$ cat config.mk
export PLATFORM = sky130hd
export DESIGN_NAME = uart_tx_fifo
export DESIGN_NICKNAME = d
export VERILOG_FILES = /design/src/rtl/uart_tx_fifo.sv
export SDC_FILE = /design/constraint.sdc
export NUM_CORES = 1
export LEC_CHECK = 0
export CAP_MARGIN = 20
export CORE_UTILIZATION = 54
export DETAILED_ROUTE_END_ITERATION = 8
export PLACE_DENSITY = 0.71
export REMOVE_ABC_BUFFERS = 1
export SYNTH_ARGS = -nofsm -noshare
export SYNTH_HDL_FRONTEND = slang
export SYNTH_SLANG_ARGS = --single-unit
$ cat constraint.sdc
create_clock -name clk -period 7.55 [get_ports clk]
set_input_delay 0.755 -clock clk [delete_from_list [all_inputs] [get_ports clk]]
set_output_delay 0.755 -clock clk [all_outputs]
set_load 0.02 [all_outputs]
$ cat src/rtl/uart_tx_fifo.sv
// uart_tx_fifo: buffered UART transmitter with an internal FIFO.
// Bytes written through wr_en/wr_data are queued and sent LSB-first as
// start / DATA_BITS data / optional parity / STOP_BITS stop frames, with
// bit timing derived from CLOCK_FREQ/BAUD_RATE. While the FIFO holds data,
// frames are chained with no idle gap.
//
// Optional feature macro: UART_TX_CTS_EN adds the cts_n flow-control input.
//
// Ports:
//   clk, rst_n        clock, asynchronous active-low reset
//   wr_en, wr_data    write strobe and data to queue
//   full, empty       FIFO status (registered)
//   level             FIFO entry count (registered)
//   overflow          one-cycle pulse after a dropped write
//   busy              a frame is on the line
//   tx                serial output, idle high
//   cts_n             clear-to-send, active low (UART_TX_CTS_EN only)
module uart_tx_fifo #(
   parameter int unsigned CLOCK_FREQ = 30000000,
   parameter int unsigned BAUD_RATE  = 19200,
   parameter int unsigned DATA_BITS  = 8,
   parameter int unsigned PARITY     = 0,
   parameter int unsigned STOP_BITS  = 1,
   parameter int unsigned FIFO_DEPTH = 16
) (
   input  logic                               clk,
   input  logic                               rst_n,
   input  logic                               wr_en,
   input  logic [DATA_BITS-1:0]               wr_data,
   output logic                               full,
   output logic                               empty,
   output logic [$clog2(FIFO_DEPTH+1)-1:0]    level,
   output logic                               overflow,
   output logic                               busy,
   output logic                               tx
`ifdef UART_TX_CTS_EN
   ,
   input  logic                               cts_n
`endif
);

   localparam int unsigned DIV = CLOCK_FREQ / BAUD_RATE;
   localparam int unsigned TW  = (DIV > 1) ? $clog2(DIV) : 1;
   localparam int unsigned AW  = (FIFO_DEPTH > 1) ? $clog2(FIFO_DEPTH) : 1;
   localparam int unsigned LW  = $clog2(FIFO_DEPTH + 1);
   localparam int unsigned BW  = 3;

   typedef enum logic [2:0] {
      S_IDLE,
      S_START,
      S_DATA,
      S_PARITY,
      S_STOP
   } state_t;

   state_t                 state;
   logic [TW-1:0]          timer;
   logic [BW-1:0]          bit_cnt;
   logic [DATA_BITS-1:0]   shreg;
   logic                   par_bit;

   logic [DATA_BITS-1:0]   mem [FIFO_DEPTH];
   logic [AW-1:0]          wr_ptr;
   logic [AW-1:0]          rd_ptr;

   logic                   start_ok_c;
   logic                   tick_c;
   logic                   last_stop_c;
   logic                   pop_c;
   logic                   wr_acc_c;
   logic [DATA_BITS-1:0]   head_c;
   logic                   par_c;
   logic [LW-1:0]          level_nxt_c;

`ifdef UART_TX_CTS_EN
   // Two-flop synchronizer; resets to "not clear" so no frame starts early.
   logic [1:0] cts_sync;
   always_ff @(posedge clk or negedge rst_n) begin
      if (!rst_n) cts_sync <= 2'b11;
      else        cts_sync <= {cts_sync[0], cts_n};
   end
   assign start_ok_c = ~cts_sync[1];
`else
   assign start_ok_c = 1'b1;
`endif

   // Bit boundary, last stop-bit cycle and pop decision.
   always_comb begin
      tick_c      = (timer == TW'(DIV - 1));
      last_stop_c = (state == S_STOP) && tick_c && (bit_cnt == BW'(STOP_BITS - 1));
      pop_c       = start_ok_c && !empty && ((state == S_IDLE) || last_stop_c);
      wr_acc_c    = wr_en && !full;
      head_c      = mem[rd_ptr];
      par_c       = (PARITY == 1) ? ~(^head_c) : (^head_c);
      level_nxt_c = level;
      case ({wr_acc_c, pop_c})
         2'b10:   level_nxt_c = level + LW'(1);
         2'b01:   level_nxt_c = level - LW'(1);
         default: level_nxt_c = level;
      endcase
   end

   // FIFO storage; contents need no reset since pointers define validity.
   always_ff @(posedge clk) begin
      if (wr_acc_c) mem[wr_ptr] <= wr_data;
   end

   // FIFO pointers and registered status flags.
   always_ff @(posedge clk or negedge rst_n) begin
      if (!rst_n) begin
         wr_ptr   <= '0;
         rd_ptr   <= '0;
         level    <= '0;
         full     <= 1'b0;
         empty    <= 1'b1;
         overflow <= 1'b0;
      end else begin
         if (wr_acc_c) wr_ptr <= wr_ptr + AW'(1);
         if (pop_c)    rd_ptr <= rd_ptr + AW'(1);
         level    <= level_nxt_c;
         full     <= (level_nxt_c == LW'(FIFO_DEPTH));
         empty    <= (level_nxt_c == '0);
         overflow <= wr_en && full;
      end
   end

   // Frame state machine with registered tx and busy.
   always_ff @(posedge clk or negedge rst_n) begin
      if (!rst_n) begin
         state   <= S_IDLE;
         timer   <= '0;
         bit_cnt <= '0;
         shreg   <= '0;
         par_bit <= 1'b0;
         tx      <= 1'b1;
         busy    <= 1'b0;
      end else begin
         timer <= tick_c ? '0 : timer + TW'(1);
         case (state)
            S_IDLE: begin
               timer <= '0;
               if (pop_c) begin
                  state   <= S_START;
                  shreg   <= head_c;
                  par_bit <= par_c;
                  tx      <= 1'b0;
                  busy    <= 1'b1;
               end
            end
            S_START: begin
               if (tick_c) begin
                  state   <= S_DATA;
                  tx      <= shreg[0];
                  shreg   <= shreg >> 1;
                  bit_cnt <= '0;
               end
            end
            S_DATA: begin
               if (tick_c) begin
                  if (bit_cnt == BW'(DATA_BITS - 1)) begin
                     bit_cnt <= '0;
                     if (PARITY != 0) begin
                        state <= S_PARITY;
                        tx    <= par_bit;
                     end else begin
                        state <= S_STOP;
                        tx    <= 1'b1;
                     end
                  end else begin
                     tx      <= shreg[0];
                     shreg   <= shreg >> 1;
                     bit_cnt <= bit_cnt + BW'(1);
                  end
               end
            end
            S_PARITY: begin
               if (tick_c) begin
                  state   <= S_STOP;
                  tx      <= 1'b1;
                  bit_cnt <= '0;
               end
            end
            S_STOP: begin
               if (tick_c) begin
                  if (bit_cnt == BW'(STOP_BITS - 1)) begin
                     bit_cnt <= '0;
                     // Chain straight into the next start bit when allowed.
                     if (pop_c) begin
                        state   <= S_START;
                        shreg   <= head_c;
                        par_bit <= par_c;
                        tx      <= 1'b0;
                     end else begin
                        state <= S_IDLE;
                        busy  <= 1'b0;
                     end
                  end else begin
                     bit_cnt <= bit_cnt + BW'(1);
                  end
               end
            end
            default: begin
               state <= S_IDLE;
               tx    <= 1'b1;
               busy  <= 1'b0;
            end
         endcase
      end
   end

endmodule

==> results <==
- The run finished with clean final reports.
- Port buffering added 20 buffers.
- The power density over the cells is between 300 and 400 nW/um^2.
- For this block, wires on met1 add up to between 6000 and 7000 um.
- In the final layout, the share of cells above drive strength 1 is around 16%.
- A synthesized cell averages roughly 15 um^2.
- Entering global routing, the biggest net connects 44 pins.
- The number of setup buffers added after CTS is 0.
- Synthesis produced a netlist whose cell count is 488.
- The worst setup slack before clock tree synthesis is 3520 ps.
- The tool flagged a number of max-cap violations equal to 0.
- 21 I/O pins were placed.
- The max-slew violation count is 0.
- The most common cell in the netlist is sky130_fd_sc_hd__edfxtp_1.
- The final net count is around 530.
- Timing would allow up to 0.257 GHz.
- The number of antenna violations at the first check in global routing is 0.
- The congestion estimate from routability-driven global placement came to around 0.75.
- The number of remaining DRC errors is 0.
- For the pin with the worst max-slew slack, the measured transition is about 990 ps.
- The share of synthesized area occupied by flip-flops and latches is between 60% and 70%.
- The global route total overflow is 0.
- Dividing the detail-routed wire length by the instance count gives 19.6 um.
- Compared with the post-synthesis result, the final layout area differs by 12.3%.
- The number of buffers added by the clock tree synthesis step is 17.
- The endpoint of the lowest-slack register-to-register path is full.
- Setup repair after global routing left no endpoint under its margin.
- The post-route fraction of the period consumed by the critical path is 51.5%.
- The type of destination of the critical path is a flop.
- The number of enable-type register cells in the synthesized netlist is 128.
- Data on the critical path is required at its endpoint by about 7900 ps.
- The async set-or-reset flop fraction in the synthesized netlist is approximately a quarter.
- The via count of the first global-routing pass came to around 4200.
- Setup violations remaining at the end of the flow were counted as 0.
- Between clock sinks in the finished design, the worst skew comes to between 15 and 20 ps.
- The core region is about 13000 um^2.
- For the worst setup path, the data arrival time is about 4300 ps.
- Total power for the finished layout comes to 2.93 mW.
- The row count is 42.
- Of all nets on the critical path, the largest fanout is 18.
- The floorplan step defined a die boundary enclosing between 10000 and 15000 um^2.
- The CTS tree is yes.
- The detailed-route via count is roughly 4000.
- The synthesized design spends more area on one cell type than any other, namely sky130_fd_sc_hd__edfxtp_1.
- The number of H-tree levels is 4.
- In this run, post-CTS repair resized a total of 0 instances.
- The first-pass GRT wire length is between 20000 and 25000 um.
- By area the synthesized netlist is led by sky130_fd_sc_hd__edfxtp_1, sky130_fd_sc_hd__dfrtp_1, sky130_fd_sc_hd__mux4_2.
- The repair_antennas step left the layout with diodes totalling 0.
- The area share of the leading cell type in the synthesized netlist is around half.
- The width of the chip is 120 um.
- In this run, the number of DRC markers left after iteration 0 of detailed routing was 312.
- Counting flops and latches in the post-synthesis netlist gives ~170.
- The routed design uses 6770 um of met2 wire.
- The number of clock sinks is about 170.
- The total leakage power is approximately 2.9 nW.
- The worst pin sits at a relative slew slack of approximately 34%.
- Wires add up to about 14000 um.
- The post-route antenna net violation count is 0.
- In the global route stage, overall resource usage came out at between 20% and 30%.
- The placed wire-length estimate is 8560 um.
- The initial core utilization is 55.9%.
- The minimum clock period is between 3000 and 4000 ps.
- The setup TNS after final layout is 0 ps.
- In the synthesized netlist, the cells that appear most often are sky130_fd_sc_hd__edfxtp_1, sky130_fd_sc_hd__dfrtp_1, sky130_fd_sc_hd__mux4_2, sky130_fd_sc_hd__nor2_1, sky130_fd_sc_hd__nand2_1.
- The yosys synthesis warning count is 0.
- The most used flip-flop cell after synthesis is sky130_fd_sc_hd__edfxtp_1.
- The synthesized netlist contains between 50 and 60 unique library cells.
- The routed length on met3 is around 420 um.
- The worst register-to-register path has a setup slack of between 3000 and 4000 ps.
- The post-cts hold buffer count is 0.
- The final hold violation count was 0.
- The worst register-to-register path begins at timer[8].
- The chip height is between 100 and 150 um.
- The CTS clock-pin slew for the worst setup and hold paths is around 70 ps.
- On the final layout, the worst hold slack is a little under 500 ps.
- Across the VDD grid, the largest voltage drop is between 0.15 and 0.2 mV.
- In the post-route analysis, the smallest setup slack over all paths is ~3700 ps.
- The type of element launching the critical path is a flop.
- Before antenna repair, the detailed router went through 4 iterations.
- Routed signal wires occupy layers up through met4.
- After detailed routing, the number of vias per cell comes to roughly 5.9.
- The clock latency at the later pin of the worst-skew pair is 430 ps.
- The kind of path behind the tightest hold check is in -> async.
- The cell area that synthesis handed to floorplanning was 7460 um^2.
- In this run the deepest clock path goes through 2 buffers.
- The cell chosen for the clock root is sky130_fd_sc_hd__clkbuf_16.
- The type of the setup path with the least slack is reg -> reg.
- Counting cells, the worst reg-to-reg path comes to 11.
[metal layers]
| layer | vias up | GRT usage, % |
|---|---|---|
| met5 | - | 0 |
| met4 | 0 | 7.73 |
| met3 | 14 | 4.09 |
| met2 | 74 | 33.6 |
| met1 | 2071 | 27.6 |
| li1 | 1894 | - |
[critical path: stages (launching register included)]
cell                       delay (ps)
sky130_fd_sc_hd__dfrtp_1          410
sky130_fd_sc_hd__or4_4            570
sky130_fd_sc_hd__o31ai_4          600
sky130_fd_sc_hd__nand2_1          350
sky130_fd_sc_hd__inv_1            410
sky130_fd_sc_hd__ha_1             430
sky130_fd_sc_hd__nor2_1           230
sky130_fd_sc_hd__mux2i_1          130
sky130_fd_sc_hd__o21ai_0          210
sky130_fd_sc_hd__nor3_1            70
sky130_fd_sc_hd__o22ai_1          200
sky130_fd_sc_hd__and4bb_1         220
[registers in the layout, summed over array words and instances, names as in the netlist, 3 cells and up]
name     flops
mem        128
timer       11
shreg        8
level        5
rd_ptr       4
wr_ptr       4
bit_cnt      3
state        3
[cell type report]
| class | count | area [um^2] |
|---|---|---|
| fillers | 998 | 4970 |
| flip-flops and latches | 171 | 4920 |
| multi-input cells | 278 | 2380 |
| clock buffers | 17 | 425 |
| repair buffers | 25 | 233 |
| well taps | 176 | 220 |
| clock inverters | 14 | 158 |
| inverters | 11 | 41.3 |
[cell usage in the layout, fill, tap and decap left out, types with 2 or more instances in the layout]
cell	count
sky130_fd_sc_hd__dfrtp_1	40
sky130_fd_sc_hd__ha_1	13
sky130_fd_sc_hd__and3_1	3
sky130_fd_sc_hd__a31oi_1	2
sky130_fd_sc_hd__dfstp_2	2
sky130_fd_sc_hd__bufinv_16	2
sky130_fd_sc_hd__a211oi_1	7
sky130_fd_sc_hd__and2_1	18
sky130_fd_sc_hd__clkinv_4	2
sky130_fd_sc_hd__nor3_1	5
sky130_fd_sc_hd__inv_1	11
sky130_fd_sc_hd__a21oi_1	21
sky130_fd_sc_hd__nand4b_1	2
sky130_fd_sc_hd__or3_1	2
sky130_fd_sc_hd__nor3b_1	3
sky130_fd_sc_hd__mux2i_1	10
sky130_fd_sc_hd__xor2_1	9
sky130_fd_sc_hd__nand2b_1	2
sky130_fd_sc_hd__o211a_1	2
sky130_fd_sc_hd__nand4_1	4
sky130_fd_sc_hd__nor2b_1	10
sky130_fd_sc_hd__nand3_1	14
sky130_fd_sc_hd__mux4_2	33
sky130_fd_sc_hd__clkbuf_16	17
sky130_fd_sc_hd__edfxtp_1	128
sky130_fd_sc_hd__o21ai_0	12
sky130_fd_sc_hd__nor4_1	2
sky130_fd_sc_hd__o2bb2ai_1	7
sky130_fd_sc_hd__buf_4	5
sky130_fd_sc_hd__inv_6	6
sky130_fd_sc_hd__nor2_1	33
sky130_fd_sc_hd__clkdlybuf4s50_1	19
sky130_fd_sc_hd__o22ai_1	3
sky130_fd_sc_hd__nand2_1	25
sky130_fd_sc_hd__xnor2_1	12
[through the flow]
step	util, %	instances	cell area, um^2
final	62.8	692	8380
after global placement	58.4	661	7800
after floorplan	-	460	7340
after detailed placement	58.4	661	7800
after global routing	62.8	692	8380
after CTS	62.8	692	8380
[power breakdown]
| part | internal, mW | switching [mW] |
|---|---|---|
| Sequential | 1.16 | 0.0997 |
| Combinational | 0.381 | 0.427 |
| Clock | 0.493 | 0.372 |
| Total | 2.04 | 0.899 |
[kinds of logic after synthesis]
kind of cell | after synthesis | share of synthesized area (%)
DFF | 171 | 66.0
and+or+nand+nor | 128 | 8.75
AOI/OAI and AO/OA | 71 | 6.86
muxes | 45 | 11.7
buffers and inverters | 39 | 2.13
xor gates and xnor gates | 21 | 2.46
adders and majority gates | 13 | 2.18
[worst max-delay path by stage]
stage                       end  slack [ps]  cells after the start     start
final                      full        3660                     11  timer[8]
after global routing      empty        3270                     13  timer[1]
after CTS                  full        3700                     11  timer[8]
after detailed placement  empty        3520                     12     wr_en
after global placement    empty        3740                     11     wr_en
after floorplan           empty        4340                     11  timer[8]
No activity file was read; power rests on OpenSTA's default activity.
